**config.mk**
```make
export PLATFORM = sky130hd
export DESIGN_NAME = vx_axi_read_mem_arb
export DESIGN_NICKNAME = d
export VERILOG_FILES = /design/src/rtl/vx_axi_read_mem_arb_pkg.sv /design/src/rtl/vx_axi_read_mem_arb_pipe_reg.sv /design/src/rtl/vx_axi_read_mem_arb.sv
export SDC_FILE = /design/constraint.sdc
export NUM_CORES = 1
export LEC_CHECK = 0
export ABC_AREA = 1
export CORE_AREA = 10 10 717 719
export CTS_CLUSTER_DIAMETER = 150
export DETAILED_ROUTE_END_ITERATION = 12
export DIE_AREA = 0 0 727 729
export PLACE_DENSITY_LB_ADDON = 0.25
export SLEW_MARGIN = 20
export SYNTH_ARGS = -nofsm -noshare
export SYNTH_HDL_FRONTEND = slang
export SYNTH_SLANG_ARGS = --single-unit
```
**constraint.sdc**
```tcl
create_clock -name clk -period 28.4 [get_ports clk]
set_input_delay 4.26 -clock clk [delete_from_list [all_inputs] [get_ports clk]]
set_output_delay 4.26 -clock clk [all_outputs]
set_load 0.1 [all_outputs]
```
**src/rtl/vx_axi_read_mem_arb_pkg.sv**
```systemverilog
// vx_axi_read_mem_arb_pkg: shared AXI constants, input-select enum and tag-mask helper
// for the two-master AXI read arbiter.
package vx_axi_read_mem_arb_pkg;

    localparam logic [1:0] AXI_RESP_OKAY   = 2'b00;
    localparam logic [1:0] AXI_RESP_EXOKAY = 2'b01;
    localparam logic [1:0] AXI_RESP_SLVERR = 2'b10;
    localparam logic [1:0] AXI_RESP_DECERR = 2'b11;

    typedef enum logic {PORT_0 = 1'b0, PORT_1 = 1'b1} port_e;

    // Mask of the ID bits that sit below the inserted select bit.
    function automatic logic [63:0] lo_mask(input int idx);
        return (64'd1 << idx) - 64'd1;
    endfunction

endpackage

```
**src/rtl/vx_axi_read_mem_arb_pipe_reg.sv**
```systemverilog
// vx_axi_read_mem_arb_pipe_reg: 1-entry valid/ready register that accepts a new
// word in the same cycle its current word drains.
module vx_axi_read_mem_arb_pipe_reg #(
    parameter int W = 8
) (
    input  logic         clk,
    input  logic         reset,
    input  logic         i_valid,
    output logic         o_ready,
    input  logic [W-1:0] i_data,
    output logic         o_valid,
    input  logic         i_ready,
    output logic [W-1:0] o_data
);
    logic         r_valid;
    logic [W-1:0] r_data;

    assign o_ready = !r_valid || i_ready;
    assign o_valid = r_valid;
    assign o_data  = r_data;

    always_ff @(posedge clk or posedge reset) begin
        if (reset) begin
            r_valid <= 1'b0;
            r_data  <= '0;
        end else if (o_ready) begin
            r_valid <= i_valid;
            if (i_valid) r_data <= i_data;
        end
    end

endmodule

```
**src/rtl/vx_axi_read_mem_arb.sv**
```systemverilog
// vx_axi_read_mem_arb: merges two AXI4 read masters onto one read port; round-robin AR
// arbitration, input index inserted into ARID and used to route R beats back.
module vx_axi_read_mem_arb
    import vx_axi_read_mem_arb_pkg::*;
#(
    parameter int AXI_DATA_WIDTH = 512,
    parameter int AXI_ADDR_WIDTH = 48,
    parameter int AXI_TID_WIDTH  = 8,
    parameter int TAG_SEL_IDX    = 0,
    parameter int MAX_PENDING    = 16
) (
    input  logic                      clk,
    input  logic                      reset,
    input  logic                      m_axi_arvalid_0,
    output logic                      m_axi_arready_0,
    input  logic [AXI_ADDR_WIDTH-1:0] m_axi_araddr_0,
    input  logic [AXI_TID_WIDTH-1:0]  m_axi_arid_0,
    input  logic [7:0]                m_axi_arlen_0,
    input  logic [2:0]                m_axi_arsize_0,
    input  logic [1:0]                m_axi_arburst_0,
    input  logic [1:0]                m_axi_arlock_0,
    input  logic [3:0]                m_axi_arcache_0,
    input  logic [2:0]                m_axi_arprot_0,
    input  logic [3:0]                m_axi_arqos_0,
    input  logic [3:0]                m_axi_arregion_0,
    output logic                      m_axi_rvalid_0,
    input  logic                      m_axi_rready_0,
    output logic [AXI_DATA_WIDTH-1:0] m_axi_rdata_0,
    output logic [AXI_TID_WIDTH-1:0]  m_axi_rid_0,
    output logic [1:0]                m_axi_rresp_0,
    output logic                      m_axi_rlast_0,
    input  logic                      m_axi_arvalid_1,
    output logic                      m_axi_arready_1,
    input  logic [AXI_ADDR_WIDTH-1:0] m_axi_araddr_1,
    input  logic [AXI_TID_WIDTH-1:0]  m_axi_arid_1,
    input  logic [7:0]                m_axi_arlen_1,
    input  logic [2:0]                m_axi_arsize_1,
    input  logic [1:0]                m_axi_arburst_1,
    input  logic [1:0]                m_axi_arlock_1,
    input  logic [3:0]                m_axi_arcache_1,
    input  logic [2:0]                m_axi_arprot_1,
    input  logic [3:0]                m_axi_arqos_1,
    input  logic [3:0]                m_axi_arregion_1,
    output logic                      m_axi_rvalid_1,
    input  logic                      m_axi_rready_1,
    output logic [AXI_DATA_WIDTH-1:0] m_axi_rdata_1,
    output logic [AXI_TID_WIDTH-1:0]  m_axi_rid_1,
    output logic [1:0]                m_axi_rresp_1,
    output logic                      m_axi_rlast_1,
    output logic                      m_axi_arvalid,
    input  logic                      m_axi_arready,
    output logic [AXI_ADDR_WIDTH-1:0] m_axi_araddr,
    output logic [AXI_TID_WIDTH:0]    m_axi_arid,
    output logic [7:0]                m_axi_arlen,
    output logic [2:0]                m_axi_arsize,
    output logic [1:0]                m_axi_arburst,
    output logic [1:0]                m_axi_arlock,
    output logic [3:0]                m_axi_arcache,
    output logic [2:0]                m_axi_arprot,
    output logic [3:0]                m_axi_arqos,
    output logic [3:0]                m_axi_arregion,
    input  logic                      m_axi_rvalid,
    output logic                      m_axi_rready,
    input  logic [AXI_DATA_WIDTH-1:0] m_axi_rdata,
    input  logic [AXI_TID_WIDTH:0]    m_axi_rid,
    input  logic [1:0]                m_axi_rresp,
    input  logic                      m_axi_rlast
);
    localparam int T  = AXI_TID_WIDTH;
    localparam int CW = $clog2(MAX_PENDING + 1);
    localparam logic [T:0]    LO   = (T+1)'(lo_mask(TAG_SEL_IDX));
    localparam logic [CW-1:0] MAXP = CW'(MAX_PENDING);

    typedef struct packed {
        logic [AXI_ADDR_WIDTH-1:0] addr;
        logic [T:0]                id;
        logic [7:0]                len;
        logic [2:0]                size;
        logic [1:0]                burst;
        logic [1:0]                lock;
        logic [3:0]                cache;
        logic [2:0]                prot;
        logic [3:0]                qos;
        logic [3:0]                region;
    } ar_t;

    typedef struct packed {
        logic                      dest;
        logic [T-1:0]              id;
        logic [AXI_DATA_WIDTH-1:0] data;
        logic [1:0]                resp;
        logic                      last;
    } r_t;

    ar_t           w_ar_in, w_ar_out;
    r_t            w_r_in, w_r_out;
    logic          w_ar_load_ok, w_ar_ld, w_sel, w_r_ok, w_rv, w_r_dst_rdy;
    logic [1:0]    w_elig, w_arready, w_dec;
    logic [T:0]    w_id_ext;
    port_e         r_prio, w_win;
    logic [CW-1:0] r_pend [2];

    // An input stuck at MAX_PENDING drops out of arbitration until a burst completes.
    always_comb begin
        w_elig    = {m_axi_arvalid_1 && r_pend[1] < MAXP, m_axi_arvalid_0 && r_pend[0] < MAXP};
        w_win     = w_elig[r_prio] ? r_prio : (r_prio == PORT_0 ? PORT_1 : PORT_0);
        w_sel     = w_win == PORT_1;
        w_ar_ld   = |w_elig && w_ar_load_ok && !reset;
        w_arready = w_ar_ld ? (w_sel ? 2'b10 : 2'b01) : 2'b00;
        w_id_ext  = {1'b0, w_sel ? m_axi_arid_1 : m_axi_arid_0};
        w_ar_in.addr   = w_sel ? m_axi_araddr_1   : m_axi_araddr_0;
        w_ar_in.id     = ((w_id_ext & ~LO) << 1) | ((T+1)'(w_sel) << TAG_SEL_IDX) | (w_id_ext & LO);
        w_ar_in.len    = w_sel ? m_axi_arlen_1    : m_axi_arlen_0;
        w_ar_in.size   = w_sel ? m_axi_arsize_1   : m_axi_arsize_0;
        w_ar_in.burst  = w_sel ? m_axi_arburst_1  : m_axi_arburst_0;
        w_ar_in.lock   = w_sel ? m_axi_arlock_1   : m_axi_arlock_0;
        w_ar_in.cache  = w_sel ? m_axi_arcache_1  : m_axi_arcache_0;
        w_ar_in.prot   = w_sel ? m_axi_arprot_1   : m_axi_arprot_0;
        w_ar_in.qos    = w_sel ? m_axi_arqos_1    : m_axi_arqos_0;
        w_ar_in.region = w_sel ? m_axi_arregion_1 : m_axi_arregion_0;
    end

    assign m_axi_arready_0 = w_arready[0];
    assign m_axi_arready_1 = w_arready[1];

    vx_axi_read_mem_arb_pipe_reg #(.W($bits(ar_t))) u_ar_stage (
        .clk     (clk),
        .reset   (reset),
        .i_valid (w_ar_ld),
        .o_ready (w_ar_load_ok),
        .i_data  (w_ar_in),
        .o_valid (m_axi_arvalid),
        .i_ready (m_axi_arready),
        .o_data  (w_ar_out)
    );

    assign m_axi_araddr   = w_ar_out.addr;
    assign m_axi_arid     = w_ar_out.id;
    assign m_axi_arlen    = w_ar_out.len;
    assign m_axi_arsize   = w_ar_out.size;
    assign m_axi_arburst  = w_ar_out.burst;
    assign m_axi_arlock   = w_ar_out.lock;
    assign m_axi_arcache  = w_ar_out.cache;
    assign m_axi_arprot   = w_ar_out.prot;
    assign m_axi_arqos    = w_ar_out.qos;
    assign m_axi_arregion = w_ar_out.region;

    // The select bit picks the destination and is squeezed out of the returned ID.
    assign w_r_in.dest = m_axi_rid[TAG_SEL_IDX];
    assign w_r_in.id   = T'(((m_axi_rid >> 1) & ~LO) | (m_axi_rid & LO));
    assign w_r_in.data = m_axi_rdata;
    assign w_r_in.resp = m_axi_rresp;
    assign w_r_in.last = m_axi_rlast;
    assign w_r_dst_rdy = w_r_out.dest ? m_axi_rready_1 : m_axi_rready_0;
    assign m_axi_rready = w_r_ok && !reset;

    vx_axi_read_mem_arb_pipe_reg #(.W($bits(r_t))) u_r_stage (
        .clk     (clk),
        .reset   (reset),
        .i_valid (m_axi_rvalid),
        .o_ready (w_r_ok),
        .i_data  (w_r_in),
        .o_valid (w_rv),
        .i_ready (w_r_dst_rdy),
        .o_data  (w_r_out)
    );

    assign m_axi_rvalid_0 = w_rv && !w_r_out.dest;
    assign m_axi_rvalid_1 = w_rv && w_r_out.dest;
    assign m_axi_rdata_0  = w_r_out.data;
    assign m_axi_rdata_1  = w_r_out.data;
    assign m_axi_rid_0    = w_r_out.id;
    assign m_axi_rid_1    = w_r_out.id;
    assign m_axi_rresp_0  = w_r_out.resp;
    assign m_axi_rresp_1  = w_r_out.resp;
    assign m_axi_rlast_0  = w_r_out.last;
    assign m_axi_rlast_1  = w_r_out.last;
    assign w_dec = {m_axi_rvalid_1 && m_axi_rready_1 && w_r_out.last,
                    m_axi_rvalid_0 && m_axi_rready_0 && w_r_out.last};

    always_ff @(posedge clk or posedge reset) begin
        if (reset) begin
            r_pend[0] <= '0;
            r_pend[1] <= '0;
            r_prio    <= PORT_0;
        end else begin
            for (int i = 0; i < 2; i++) begin
                if (w_arready[i] && !w_dec[i]) r_pend[i] <= r_pend[i] + CW'(1);
                else if (w_dec[i] && !w_arready[i] && r_pend[i] != '0) r_pend[i] <= r_pend[i] - CW'(1);
            end
            if (w_ar_ld) r_prio <= w_sel ? PORT_0 : PORT_1;
        end
    end

    a_no_underflow_0: assert property (@(posedge clk) disable iff (reset) !(w_dec[0] && r_pend[0] == '0));
    a_no_underflow_1: assert property (@(posedge clk) disable iff (reset) !(w_dec[1] && r_pend[1] == '0));

endmodule

```
== Word level (Yosys, flattened, before mapping) ==
Cells that the tools add are included.

* Add/subtract/negate cells: 4
* Multiply operators: 0
* Div/mod/pow operators: 0
* $lt $le $gt $ge: 3
* Equal/unequal tests: 0
* Shift operators: 0
* Muxes and demuxes: 22
* Bitwise logic cells: 1
* Reduce and logical (&&, ||, !) cells: 34

{| class="wikitable"
|+ Operators by type and width
! operator !! count
|-
| $mux 48 || 1
|-
| $mux 5 || 4
|-
| $logic_and 1x1->1 || 17
|-
| $mux 8 || 2
|-
| $mux 4 || 3
|-
| $add 5x1->5 const B || 2
|-
| $lt 5x5->1 const B || 2
|-
| $reduce_bool 5->1 || 2
|-
| $sub 5x1->5 const B || 2
|-
| $or 9x1->9 || 1
|-
| $logic_not 1->1 || 8
|-
| $mux 2 || 4
|-
| $mux 1 || 6
|-
| $mux 3 || 2
|-
| $reduce_and 2->1 || 2
|-
| $reduce_bool 2->1 || 2
|-
| $logic_or 1x1->1 || 2
|-
| $lt 1x2->1 const B || 1
|-
| $reduce_or 2->1 || 1
|}

* Register bits: 624
* Latch bits: 0
* RAM bits: 0
* Bits in read-only memories: 0
* Word-level logic and storage cells: 71
* Memories kept: 0

== Longest topological paths before layout ==
* Depth after elaboration: 12
* Mapped depth: 14

== Cells and area by module ==
Synthesis repeated with hierarchy kept, for this count alone.

* Cell total of the unflattened synthesis: 3,577
* Area, all modules: 30,011.3 µm²

{| class="wikitable"
|+ Modules (own cells, without submodules)
! module !! times used !! cells an instance !! area each (µm²) !! seq. area each (µm²)
|-
| vx_axi_read_mem_arb_pipe_reg at u_r_stage || 1 || 2,276 || 20,639.8 || 13,137.6
|-
| vx_axi_read_mem_arb || 1 || 919 || 5,900.7 || 275.3
|-
| vx_axi_read_mem_arb_pipe_reg at u_ar_stage || 1 || 382 || 3,470.8 || 2,202.1
|}

== Least setup slack after synthesis ==
No wires, ideal clock.

* Path kind: input-to-output
* Start point: in m_axi_rready_1
* End point: out m_axi_rready
* Data arrival time: 6,175 ps
* Slack: 17,965 ps
* Stages on the path: 6
* Cells stage by stage: inv_1 a22oi_2 buf_4 buf_2 inv_1 nor2_1

* Word-level cells in the longest chain between the ends: 3

{| class="wikitable"
|+ Ends and longest elaborated chain
! element !! RTL line !! source
|-
| start, declared || vx_axi_read_mem_arb.sv:45 || <nowiki>input logic m_axi_rready_1,</nowiki>
|-
| $mux 1 || vx_axi_read_mem_arb.sv:154 || <nowiki>assign w_r_dst_rdy = w_r_out.dest ? m_axi_rready_1 : m_axi_rready_0;</nowiki>
|-
| $logic_or 1x1->1 || vx_axi_read_mem_arb_pipe_reg.sv:18 || <nowiki>assign o_ready = !r_valid || i_ready;</nowiki>
|-
| $logic_and 1x1->1 || vx_axi_read_mem_arb.sv:155 || <nowiki>assign m_axi_rready = w_r_ok && !reset;</nowiki>
|-
| end, declared || vx_axi_read_mem_arb.sv:63 || <nowiki>output logic m_axi_rready,</nowiki>
|}

Every way passes these cells.

== Final worst setup path ==
* Start point: in m_axi_arvalid_0
* End point: out m_axi_arready_0

* Word-level cells in the longest chain between the ends: 6
* Elaborated cells between the ends (all ways): 9

{| class="wikitable"
|+ Ends and longest elaborated chain
! element !! RTL line !! source
|-
| start, declared || vx_axi_read_mem_arb.sv:14 || <nowiki>input logic m_axi_arvalid_0,</nowiki>
|-
| $logic_and 1x1->1 (*) || vx_axi_read_mem_arb.sv:105 || <nowiki>w_elig = {m_axi_arvalid_1 && r_pend[1] < MAXP, m_axi_arvalid_0 && r_pend[0] < MAXP};</nowiki>
|-
| $mux 1 (not written as such) (2 in a row) || vx_axi_read_mem_arb.sv:106 || <nowiki>w_win = w_elig[r_prio] ? r_prio : (r_prio == PORT_0 ? PORT_1 : PORT_0);</nowiki>
|-
| $mux 1 || vx_axi_read_mem_arb.sv:106 ||
|-
| $mux 2 || vx_axi_read_mem_arb.sv:109 || <nowiki>w_arready = w_ar_ld ? (w_sel ? 2'b10 : 2'b01) : 2'b00;</nowiki>
|-
| $mux 2 (*) || vx_axi_read_mem_arb.sv:109 ||
|-
| end, declared || vx_axi_read_mem_arb.sv:15 || <nowiki>output logic m_axi_arready_0,</nowiki>
|}

Mark *: on every way between the ends. The rest lies on a longest branch, timed or not. The select of a mux whose other input is x is not followed.

==> flow_metrics.tcl <==
set metrics [dict create \
    syn_area_per_cell_um2 8.44 \
    syn2layout_area_growth_pct 61.5 \
    tightest_slew_ps 1240 \
    path_clk_slew_ps 60 \
    postLayoutCellArea_um2 53200 \
    cts_setup_buffers 0 \
    synth_top_family_by_area "buffers and inverters" \
    cap_violations 0 \
    setup_tns_ps 0 \
    drive_gt1_share_pct 12.3 \
    ios 1843 \
    clk_latency_ps 850 \
    hold_viol_final 0 \
    grt-ovfl-total 0 \
    worstPathMaxFanout 56 \
    antenna_left 0 \
    die_w_um 727 \
    synth.yosys.seq_area_share_pct 47.4 \
    yosys_warnings 0 \
    setup_violations 0 \
    critPathCaptureType "output pin" \
    hpwlAfterDp_um 291000 \
    synth_compound_area_share_pct 0.114 \
    fin_util_pct 10.7 \
    grt_usage_pct 12.0 \
    place_inst 11225 \
    clock_sinks 624 \
    yosysTopAreaCellShare_pct 47.4 \
    syn_inst 3907 \
    grt_pass1_wl_um 405000 \
    slew_headroom_pct 17.0 \
    nFillCells 57948 \
    peakVddDrop_uv 77.8 \
    syn-num-nets 4619 \
    fin_worst_skew_ps 35.6 \
    layout_commonest_cell "clkdlybuf4s50_1" \
    wl_um 335000 \
    rsz0062_at_grt "no" \
    clock-root-buffer "clkbuf_16" \
    grt_pass1_vias 29427 \
    core-area_um2 500000 \
    die_h_um 729 \
    dpl_cell_area_um2 50200 \
    critPathLaunchType "primary input" \
    hp-class "reg -> reg" \
    grt_max_degree 142 \
    timing.fmax_mhz 78.1 \
    cts_max_path_buffers 4 \
    synth_seq_cells 624 \
    fin_crit_ps 12810 \
    power_density_nw_per_um2 162 \
    p_leak_nw 22.3 \
    start_util_pct 6.60 \
    synth_area_leaders "dfrtp_1 47%, buf_4 24%, nand2_1 15%, nand3_1 9.6%, buf_2 1.4%" \
    synth-adder-area-share_pct 0.349 \
    drc 0 \
    synth_cell_types 22 \
    post_cts_resized 0 \
    via_count 29031 \
    period_share_pct 45.1 \
    synth_xor_area_share_pct 0.106 \
    yosys.area_share.simple_pct 25.2 \
    wl_per_cell_um 29.3 \
    cts_tree "done" \
    layout_common_cells "1447 x clkdlybuf4s50_1, 1355 x nand2_1, 630 x nand3_1, 624 x dfrtp_1, 369 x buf_4" \
    maxSlewViolCount 0 \
    stdcell_count 11424 \
    yosys.area.top_type "dfrtp_1" \
    cp_data_required_time_ps 24140 \
    drt_iter0_drc 2053 \
    cts-htree-levels 3 \
    dieArea_um2 530000 \
    status "finished clean" \
    port_buffers 1842 \
    synth_mux_area_share_pct 0 \
    cp.arrival_ps 8550 \
    cts_made_buffers 94 \
    firstDrtPassIters 5 \
    fin_nets 5352 \
    rows 260 \
    cts_hold_buf 0 \
    syn-cell-area_um2 33000 \
    antenna_found_initial 100 \
    viasPerCell 2.54 \
    path_class "in -> out" \
    gp_congestion 0.903 \
]
## cells in the mapped netlist
library cell / n
nand4_1: 2
dfrtp_1: 624
nand2_2: 1
nor2_4: 2
fa_1: 2
buf_4: 1048
nand3_1: 630
nor2_2: 1
xor2_1: 4
o21ai_0: 2
a21oi_1: 3
nand2_1: 1357
buf_6: 6
clkbuf_1: 90
inv_1: 15
inv_2: 3
nor3_1: 2
buf_1: 14
a22oi_2: 1
buf_2: 89
nor2_1: 5
ha_1: 6
## power breakdown
group / switching, W / leakage, nW / internal [W]
Combinational: 0.00492 / 13.3 / 0.000960
Clock: 0.000502 / 1.40 / 0.000654
Sequential: 0.000427 / 7.65 / 0.00117
## layer usage
layer  vias up  wire length (µm)  global-route usage, %
met5         -               185                      0
met4        28             10200                   2.87
met3       336             42800                   6.98
met2      1499            158000                   20.2
met1     14344            123000                   12.9
li1      12824                 -                      -
## final timing paths
| check | from | to | slack (ps) | depth (start not counted) |
|---|---|---|---|---|
| worst max-delay path | m_axi_arvalid_0 | m_axi_arready_0 | 15590 | 7 |
| worst min-delay path | u_ar_stage.o_data[81] | u_ar_stage.o_data[81] | 490 | 2 |
| worst max register to register | u_r_stage.o_data[523] | u_r_stage.o_data[9] | 24010 | 8 |
| worst min register to register | u_ar_stage.o_data[81] | u_ar_stage.o_data[81] | 490 | 2 |
| max in group asynchronous | reset | u_r_stage.o_data[309] | 20070 | 7 |
| min in group asynchronous | reset | u_r_stage.o_valid | 4040 | 2 |
## stage by stage
step / worst slack, ps / hold slack [ps] / power, W
floorplan: 6660 / 466 / 0.00607
global placement: 15340 / 482 / 0.00760
detailed placement: 15400 / 480 / 0.00758
CTS: 15400 / 498 / 0.00881
global route: 15300 / 512 / 0.00893
finish: 15590 / 494 / 0.00863
## state kept, by name, summed over array words and instances, names as in the netlist
signal and count:
u_r_stage.o_data 524, u_ar_stage.o_data 87, r_pend 10, r_prio 1
u_ar_stage.o_valid 1, u_r_stage.o_valid 1
## kinds of logic (layout without fill, tap and decap cells)
| kind of cell | count (synthesis) | count (layout) |
|---|---|---|
| buffers and inverters | 1265 | 2065 |
| XOR/XNOR | 4 | 4 |
| AO/OA/AOI/OAI | 6 | 6 |
| flip-flops | 624 | 624 |
| AND/OR/NAND/NOR | 2000 | 2000 |
| adder cells (fa/ha/maj) | 8 | 8 |
| other | 0 | 36 |
## cell type report
type	count	area [µm²]	share of cell area (%)
Timing Repair Buffer	1884	17700	33.2
Clock inverter	23	221	0.416
Inverter	18	75.1	0.141
Multi-Input combinational cell	2018	8530	16.0
Sequential cell	624	15600	29.3
Clock buffer	140	2660	4.99
Antenna cell	36	90.1	0.169
Tap cell	6681	8360	15.7
## critical path: stages
cell and delay (ps):
clkdlybuf4s50_1 730, nand2_1 150, nand2_1 180, nand2_4 320
nor2_4 890, buf_4 700, clkdlybuf4s50_1 1270
No activity file was read; power rests on OpenSTA's default activity.
